**src/rtl/noc_pkg.sv**
```systemverilog
// Shared mesh-router definitions: port encoding, index type and the mod-5
// port increment used by every round-robin pointer.
package noc_pkg;

  localparam int NUM_PORTS = 5;

  typedef logic [2:0] port_idx_t;

  localparam port_idx_t PORT_N   = 3'd0;
  localparam port_idx_t PORT_S   = 3'd1;
  localparam port_idx_t PORT_E   = 3'd2;
  localparam port_idx_t PORT_W   = 3'd3;
  localparam port_idx_t PORT_L   = 3'd4;
  localparam port_idx_t SEL_IDLE = 3'd7;

  // Five ports do not fill the 3-bit index, so the wrap must be explicit.
  function automatic port_idx_t next_port(input port_idx_t idx);
    return (idx >= PORT_L) ? PORT_N : port_idx_t'(idx + 3'd1);
  endfunction

endpackage

```
**src/rtl/switch_allocator_if.sv**
```systemverilog
// Allocator-facing signal bundle: head-flit requests and credits in,
// crossbar selects, pops and send enables out.
interface switch_allocator_if;
  import noc_pkg::*;

  logic [NUM_PORTS-1:0]   req_valid_i;
  logic [3*NUM_PORTS-1:0] req_dest_i;
  logic [NUM_PORTS-1:0]   out_full_i;
  logic [NUM_PORTS-1:0]   in_pop_o;
  logic [NUM_PORTS-1:0]   out_enable_o;
  logic [3*NUM_PORTS-1:0] out_sel_o;
  logic                   err_o;

  modport master (
    output req_valid_i,
    output req_dest_i,
    output out_full_i,
    input  in_pop_o,
    input  out_enable_o,
    input  out_sel_o,
    input  err_o
  );

  modport slave (
    input  req_valid_i,
    input  req_dest_i,
    input  out_full_i,
    output in_pop_o,
    output out_enable_o,
    output out_sel_o,
    output err_o
  );

endinterface

```
**src/rtl/rr_arbiter5.sv**
```systemverilog
// Five-way round-robin arbiter for one output port. The grant is combinational;
// only the priority pointer is registered and it moves just past each winner.
module rr_arbiter5
  import noc_pkg::*;
(
  input  logic                 clk,
  input  logic                 rst,
  input  logic [NUM_PORTS-1:0] req,
  input  logic                 enable,
  output logic                 grant_valid,
  output port_idx_t            grant_idx
);

  port_idx_t ptr_reg;
  port_idx_t ptr_next;
  port_idx_t scan;

  // Walk ptr, ptr+1, ... mod 5 and keep the first requester found.
  always_comb begin
    grant_valid = 1'b0;
    grant_idx   = SEL_IDLE;
    scan        = ptr_reg;
    for (int k = 0; k < NUM_PORTS; k++) begin
      if (enable && !grant_valid && req[scan]) begin
        grant_valid = 1'b1;
        grant_idx   = scan;
      end
      scan = next_port(scan);
    end
  end

  // A disabled (credit-starved) output holds its pointer so the blocked
  // winner keeps priority once credit returns.
  always_comb begin
    ptr_next = ptr_reg;
    if (grant_valid) begin
      ptr_next = next_port(grant_idx);
    end
  end

  always_ff @(posedge clk) begin
    if (rst) begin
      ptr_reg <= PORT_N;
    end else begin
      ptr_reg <= ptr_next;
    end
  end

endmodule

```
**src/rtl/switch_allocator.sv**
```systemverilog
// Single-stage round-robin switch allocator for the 5-port mesh router:
// legality filtering, one arbiter per existing output, pops and sticky error.
module switch_allocator #(
  parameter logic [4:0] PORT_MASK = 5'b11111,
  parameter logic [2:0] SEL_IDLE  = 3'd7
) (
  input logic               clk,
  input logic               rst,
  switch_allocator_if.slave bus
);
  import noc_pkg::*;

  // Zero-extended so a destination code of 5..7 can index it safely.
  localparam logic [7:0] MASK_EXT = {3'b000, PORT_MASK};

  port_idx_t            dest [NUM_PORTS];
  logic [NUM_PORTS-1:0] legal;
  logic [NUM_PORTS-1:0] illegal;
  logic [NUM_PORTS-1:0] cand [NUM_PORTS];
  logic [NUM_PORTS-1:0] grant_valid;
  port_idx_t            grant_idx [NUM_PORTS];
  logic [NUM_PORTS-1:0] pop;
  logic                 err_reg;
  logic                 err_next;

  genvar gi;

  // Requests at absent ports are dropped silently; anything else that fails
  // a check is flagged as an error and never reaches arbitration.
  generate
    for (gi = 0; gi < NUM_PORTS; gi++) begin : g_in
      assign dest[gi]    = bus.req_dest_i[3*gi +: 3];
      assign legal[gi]   = bus.req_valid_i[gi] && PORT_MASK[gi]
                           && (dest[gi] <= PORT_L) && MASK_EXT[dest[gi]]
                           && (dest[gi] != port_idx_t'(gi));
      assign illegal[gi] = bus.req_valid_i[gi] && PORT_MASK[gi] && !legal[gi];
    end
  endgenerate

  always_comb begin
    for (int o = 0; o < NUM_PORTS; o++) begin
      for (int p = 0; p < NUM_PORTS; p++) begin
        cand[o][p] = legal[p] && (dest[p] == port_idx_t'(o));
      end
    end
  end

  generate
    for (gi = 0; gi < NUM_PORTS; gi++) begin : g_out
      if (PORT_MASK[gi]) begin : g_arb
        rr_arbiter5 u_arb (
          .clk         (clk),
          .rst         (rst),
          .req         (cand[gi]),
          .enable      (!bus.out_full_i[gi]),
          .grant_valid (grant_valid[gi]),
          .grant_idx   (grant_idx[gi])
        );
      end else begin : g_absent
        assign grant_valid[gi] = 1'b0;
        assign grant_idx[gi]   = SEL_IDLE;
      end
      assign bus.out_enable_o[gi]     = grant_valid[gi];
      assign bus.out_sel_o[3*gi +: 3] = grant_valid[gi] ? grant_idx[gi] : SEL_IDLE;
    end
  endgenerate

  // Each input targets a single output, so OR-ing the grants never double-pops.
  always_comb begin
    pop = '0;
    for (int o = 0; o < NUM_PORTS; o++) begin
      for (int p = 0; p < NUM_PORTS; p++) begin
        if (grant_valid[o] && (grant_idx[o] == port_idx_t'(p))) begin
          pop[p] = 1'b1;
        end
      end
    end
  end

  assign bus.in_pop_o = pop;

  always_comb begin
    err_next = err_reg | (|illegal);
  end

  always_ff @(posedge clk) begin
    if (rst) begin
      err_reg <= 1'b0;
    end else begin
      err_reg <= err_next;
    end
  end

  assign bus.err_o = err_reg;

endmodule
```
**src/flat_wrapper.sv**
```systemverilog
// flat-port wrapper written by rule: the top's interface ports become plain ports
module switch_allocator_flat import noc_pkg::*;
#(
  parameter logic [4:0] PORT_MASK = 5'b11111,
  parameter logic [2:0] SEL_IDLE  = 3'd7
)
  (clk, rst, bus_req_valid_i, bus_req_dest_i, bus_out_full_i, bus_in_pop_o, bus_out_enable_o, bus_out_sel_o, bus_err_o);
  switch_allocator_if bus_i ();
  input logic clk;
  input logic rst;
  input wire logic [$bits(bus_i.req_valid_i)-1:0] bus_req_valid_i;
  input wire logic [$bits(bus_i.req_dest_i)-1:0] bus_req_dest_i;
  input wire logic [$bits(bus_i.out_full_i)-1:0] bus_out_full_i;
  output wire logic [$bits(bus_i.in_pop_o)-1:0] bus_in_pop_o;
  output wire logic [$bits(bus_i.out_enable_o)-1:0] bus_out_enable_o;
  output wire logic [$bits(bus_i.out_sel_o)-1:0] bus_out_sel_o;
  output wire logic [$bits(bus_i.err_o)-1:0] bus_err_o;
  assign bus_i.req_valid_i = bus_req_valid_i;
  assign bus_i.req_dest_i = bus_req_dest_i;
  assign bus_i.out_full_i = bus_out_full_i;
  assign bus_in_pop_o = bus_i.in_pop_o;
  assign bus_out_enable_o = bus_i.out_enable_o;
  assign bus_out_sel_o = bus_i.out_sel_o;
  assign bus_err_o = bus_i.err_o;
  switch_allocator #(.PORT_MASK(PORT_MASK), .SEL_IDLE(SEL_IDLE)) u_core (.clk(clk), .rst(rst), .bus(bus_i));
endmodule
```
**config.mk**
```make
export PLATFORM = sky130hd
export DESIGN_NAME = switch_allocator_flat
export DESIGN_NICKNAME = d
export VERILOG_FILES = /design/src/rtl/noc_pkg.sv /design/src/rtl/switch_allocator_if.sv /design/src/rtl/rr_arbiter5.sv /design/src/rtl/switch_allocator.sv /design/src/flat_wrapper.sv
export SDC_FILE = /design/constraint.sdc
export NUM_CORES = 1
export LEC_CHECK = 0
export ABC_AREA = 1
export CAP_MARGIN = 20
export CORE_UTILIZATION = 63
export CTS_BUF_LIST = sky130_fd_sc_hd__clkbuf_16
export DETAILED_ROUTE_END_ITERATION = 10
export PLACE_DENSITY = 0.95
export SLEW_MARGIN = 10
export SYNTH_ARGS = -nofsm -noshare
export SYNTH_HDL_FRONTEND = slang
export SYNTH_SLANG_ARGS = --single-unit
```
**constraint.sdc**
```tcl
create_clock -name clk -period 11.6 [get_ports clk]
set_input_delay 2.32 -clock clk [delete_from_list [all_inputs] [get_ports clk]]
set_output_delay 2.32 -clock clk [all_outputs]
set_load 0.02 [all_outputs]
```
==> results.py <==
metrics = {
    "status": {
        "outcome": "finished clean",
    },
    "clocking": {
        "cts_resized": 0,
        "cts_hold_buffers": 0,
        "cts_tree": "built",
        "numCtsBuffers": 3,
        "clockBufferDepth": 2,
        "clock-sinks": 16,
        "path_clk_slew_ns": 0.05,
        "h-tree-depth": 1,
        "root_buffer": "clkbuf_16",
        "postCtsSetupRepairBufs": 0,
        "clk_latency_ns": 0.25,
    },
    "floorplan": {
        "start_util_pct": 65.6,
        "die_area_um2": 7500,
        "die_x_um": 86.6,
        "pin_count": 53,
        "die_y_um": 86.6,
        "design.core.area_um2": 6870,
        "placementRows": 30,
    },
    "worst_setup_path": {
        "cp_max_fo": 5,
        "end_kind": "primary output",
        "critical_path_class": "in2out",
        "rrSetupSlack_ns": 7.51,
        "critical_path_required_ns": 9.28,
        "rr_startpoint": "u_core.g_out[0].g_arb.u_arb.ptr_reg[0]",
        "cp-start-kind": "input pin",
        "cp_data_arrival_time_ns": 5.85,
        "rr_worst_depth": 24,
        "reg2reg_to": "u_core.g_out[0].g_arb.u_arb.ptr_reg[2]",
    },
    "place": {
        "place_congestion": 1.07,
        "dp_hpwl_mm": 10.6,
        "portBuffers": 52,
    },
    "timing": {
        "finalCriticalPeriod_ns": 8.17,
        "fin_skew_ns": 0.00391,
        "max_slew_margin_pct": 61.8,
        "setup_tns_ns": 0,
        "worstMarginPinSlew_ns": 0.570,
        "period_share_pct": 70.4,
        "setup_violations": 0,
        "slew_violations": 0,
        "rsz0062_at_grt": "no",
        "max_freq_ghz": 0.122,
        "finalHoldViolations": 0,
    },
    "routing": {
        "drt_pass1_iterations": 5,
        "first_iter_violations": 340,
        "wl_mm": 12.8,
        "met3_length_um": 911,
        "highest_layer": "met4",
        "met1Wirelength_mm": 5.22,
        "wl_per_cell_um": 13.6,
        "ant_nets": 0,
        "met2_length_mm": 6.30,
        "routed_via_density": 5.64,
        "via_count": 5325,
        "drc": 0,
    },
    "global_routing": {
        "first_global_vias": 4762,
        "grt_first_pass_wirelength_mm": 20.7,
        "grt_max_degree": 13,
        "grt_antenna_before_repair": 0,
        "grt_usage_pct": 34.1,
        "grt_overflow": 0,
    },
    "synth": {
        "synth_edf_count": 0,
        "yosys.area_share.xor_xnor_pct": 0,
        "ys.flop_type": "dfxtp_1",
        "synth-async-reset-ratio_pct": 0,
        "synthAdderAreaFrac_pct": 12.5,
        "ys_seq_elements": 16,
        "seq_area_frac_synth_pct": 7.10,
        "synth-compound-area-share_pct": 12.6,
        "syn_nets": 870,
        "synth_area_per_cell_um2": 5.65,
        "synth_cell_types": 44,
        "synthTopCellsByArea": "nand2_1 (19%), ha_1 (12%), inv_1 (10%)",
        "yosysWarnings": 0,
        "synth_top_area_cell": "nand2_1",
        "synth_area_um2": 4510,
        "syn-instance-count": 798,
        "synth_top_family_by_area": "simple AND/OR/NAND/NOR gates",
        "synth-simple-area-share_pct": 54.4,
        "synth_mux_area_share_pct": 0,
        "synth_top_area_share_pct": 18.6,
    },
    "min_path": {
        "worstHoldStart": "u_core.g_out[4].g_arb.u_arb.ptr_reg[2]",
        "hold_path_depth": 2,
        "hold_end": "u_core.g_out[4].g_arb.u_arb.ptr_reg[2]",
        "holdCritPathClass": "reg2reg",
    },
    "final_layout": {
        "antenna-diode-count": 0,
        "largest_reg_flops": 15,
        "area_growth_pct": 15.0,
        "fin_nets": 921,
        "drive_gt1_share_pct": 12.1,
    },
    "flow_run": {
        "drv_cap": 0,
    },
}
## layer usage
layer	vias to the layer above	GRT usage, %
met2	256	63.3
met1	2357	40.5
met4	0	11.8
li1	2665	-
met3	47	3.71
met5	-	0
## critical path, cell delays in order
cell and delay, ns:
clkdlybuf4s50_1 0.51, nor2_1 0.18, nand3_1 0.17, o21bai_1 0.23, nand3_1 0.14, nand3_2 0.12, nand3_1 0.11, nor2_2 0.20
inv_1 0.13, nor3_1 0.20, nor2_1 0.12, inv_1 0.12, ha_1 0.17, a21boi_0 0.23, nand3_1 0.17, nand4_1 0.12
clkdlybuf4s50_1 0.60
## metrics by stage
step / setup WS (ns) / std cells / hold WS (ns) / util (%) / cell area, um^2
2_1_floorplan: 4.89 / 798 / 0.466 / - / 4510
3_3_place_gp: 3.63 / 940 / 0.486 / 74.4 / 5110
3_5_place_dp: 3.54 / 940 / 0.493 / 74.4 / 5110
4_1_cts: 3.51 / 944 / 0.500 / 75.5 / 5190
5_1_grt: 3.18 / 944 / 0.536 / 75.5 / 5190
6_report: 3.43 / 944 / 0.500 / 75.5 / 5190
## cell families (layout without fill, tap and decap cells)
logic type / count (synthesis) / count (layout)
buffers and inverters: 155 / 205
flip-flops: 16 / 16
AND/OR/NAND/NOR: 485 / 485
adder cells (fa/ha/maj): 45 / 45
AO/OA/AOI/OAI: 97 / 97
## placed cells by master (no fill, tap or decap), types with 8 or more instances in the layout
cell type,instances
nand2_1,223
inv_1,126
nand3_1,82
nor2_1,74
clkdlybuf4s50_1,52
ha_1,45
a21oi_1,40
o21ai_0,26
nand4_1,24
inv_2,19
nand2_2,17
dfxtp_1,16
nand3_2,14
nand2_4,14
nor2_2,9
o21ai_1,8
## synthesized netlist by cell type (2+ instances only)
cell type,number
nand4_1,24
a21oi_1,40
nand3b_4,2
o21bai_1,2
inv_2,19
nor3_1,7
nor3_2,2
o22ai_1,4
nor2_1,74
a21boi_0,3
o211ai_1,5
nand2_1,223
nand3_1,82
nand3_2,14
nor2_2,9
buf_4,5
inv_4,2
o21ai_0,26
ha_1,45
nor2_4,7
dfxtp_1,16
o21ai_1,8
a21oi_2,2
nand2_4,14
nand2_2,17
nand3_4,3
inv_1,126
## area by class of cell
type / count / area, um^2
clock buffers: 3 / 75.1
clock inverters: 1 / 3.75
fillers: 571 / 1680
inverters: 149 / 566
multi-input cells: 627 / 3580
flip-flops and latches: 16 / 320
well taps: 96 / 120
repair buffers: 52 / 520
## how the worst max path moves through the flow
stage	from	to	cells after the start
floorplan	bus_req_dest_i[12]	bus_in_pop_o[4]	18
global placement	bus_req_dest_i[6]	bus_in_pop_o[3]	19
detailed placement	bus_req_dest_i[6]	bus_in_pop_o[3]	20
CTS	bus_req_dest_i[6]	bus_in_pop_o[3]	19
global route	bus_req_dest_i[6]	bus_in_pop_o[3]	19
finish	bus_req_dest_i[11]	bus_in_pop_o[4]	17
Power is not shown: default switching activity piles up to over one toggle a cycle in this logic, so the estimate is an artifact.
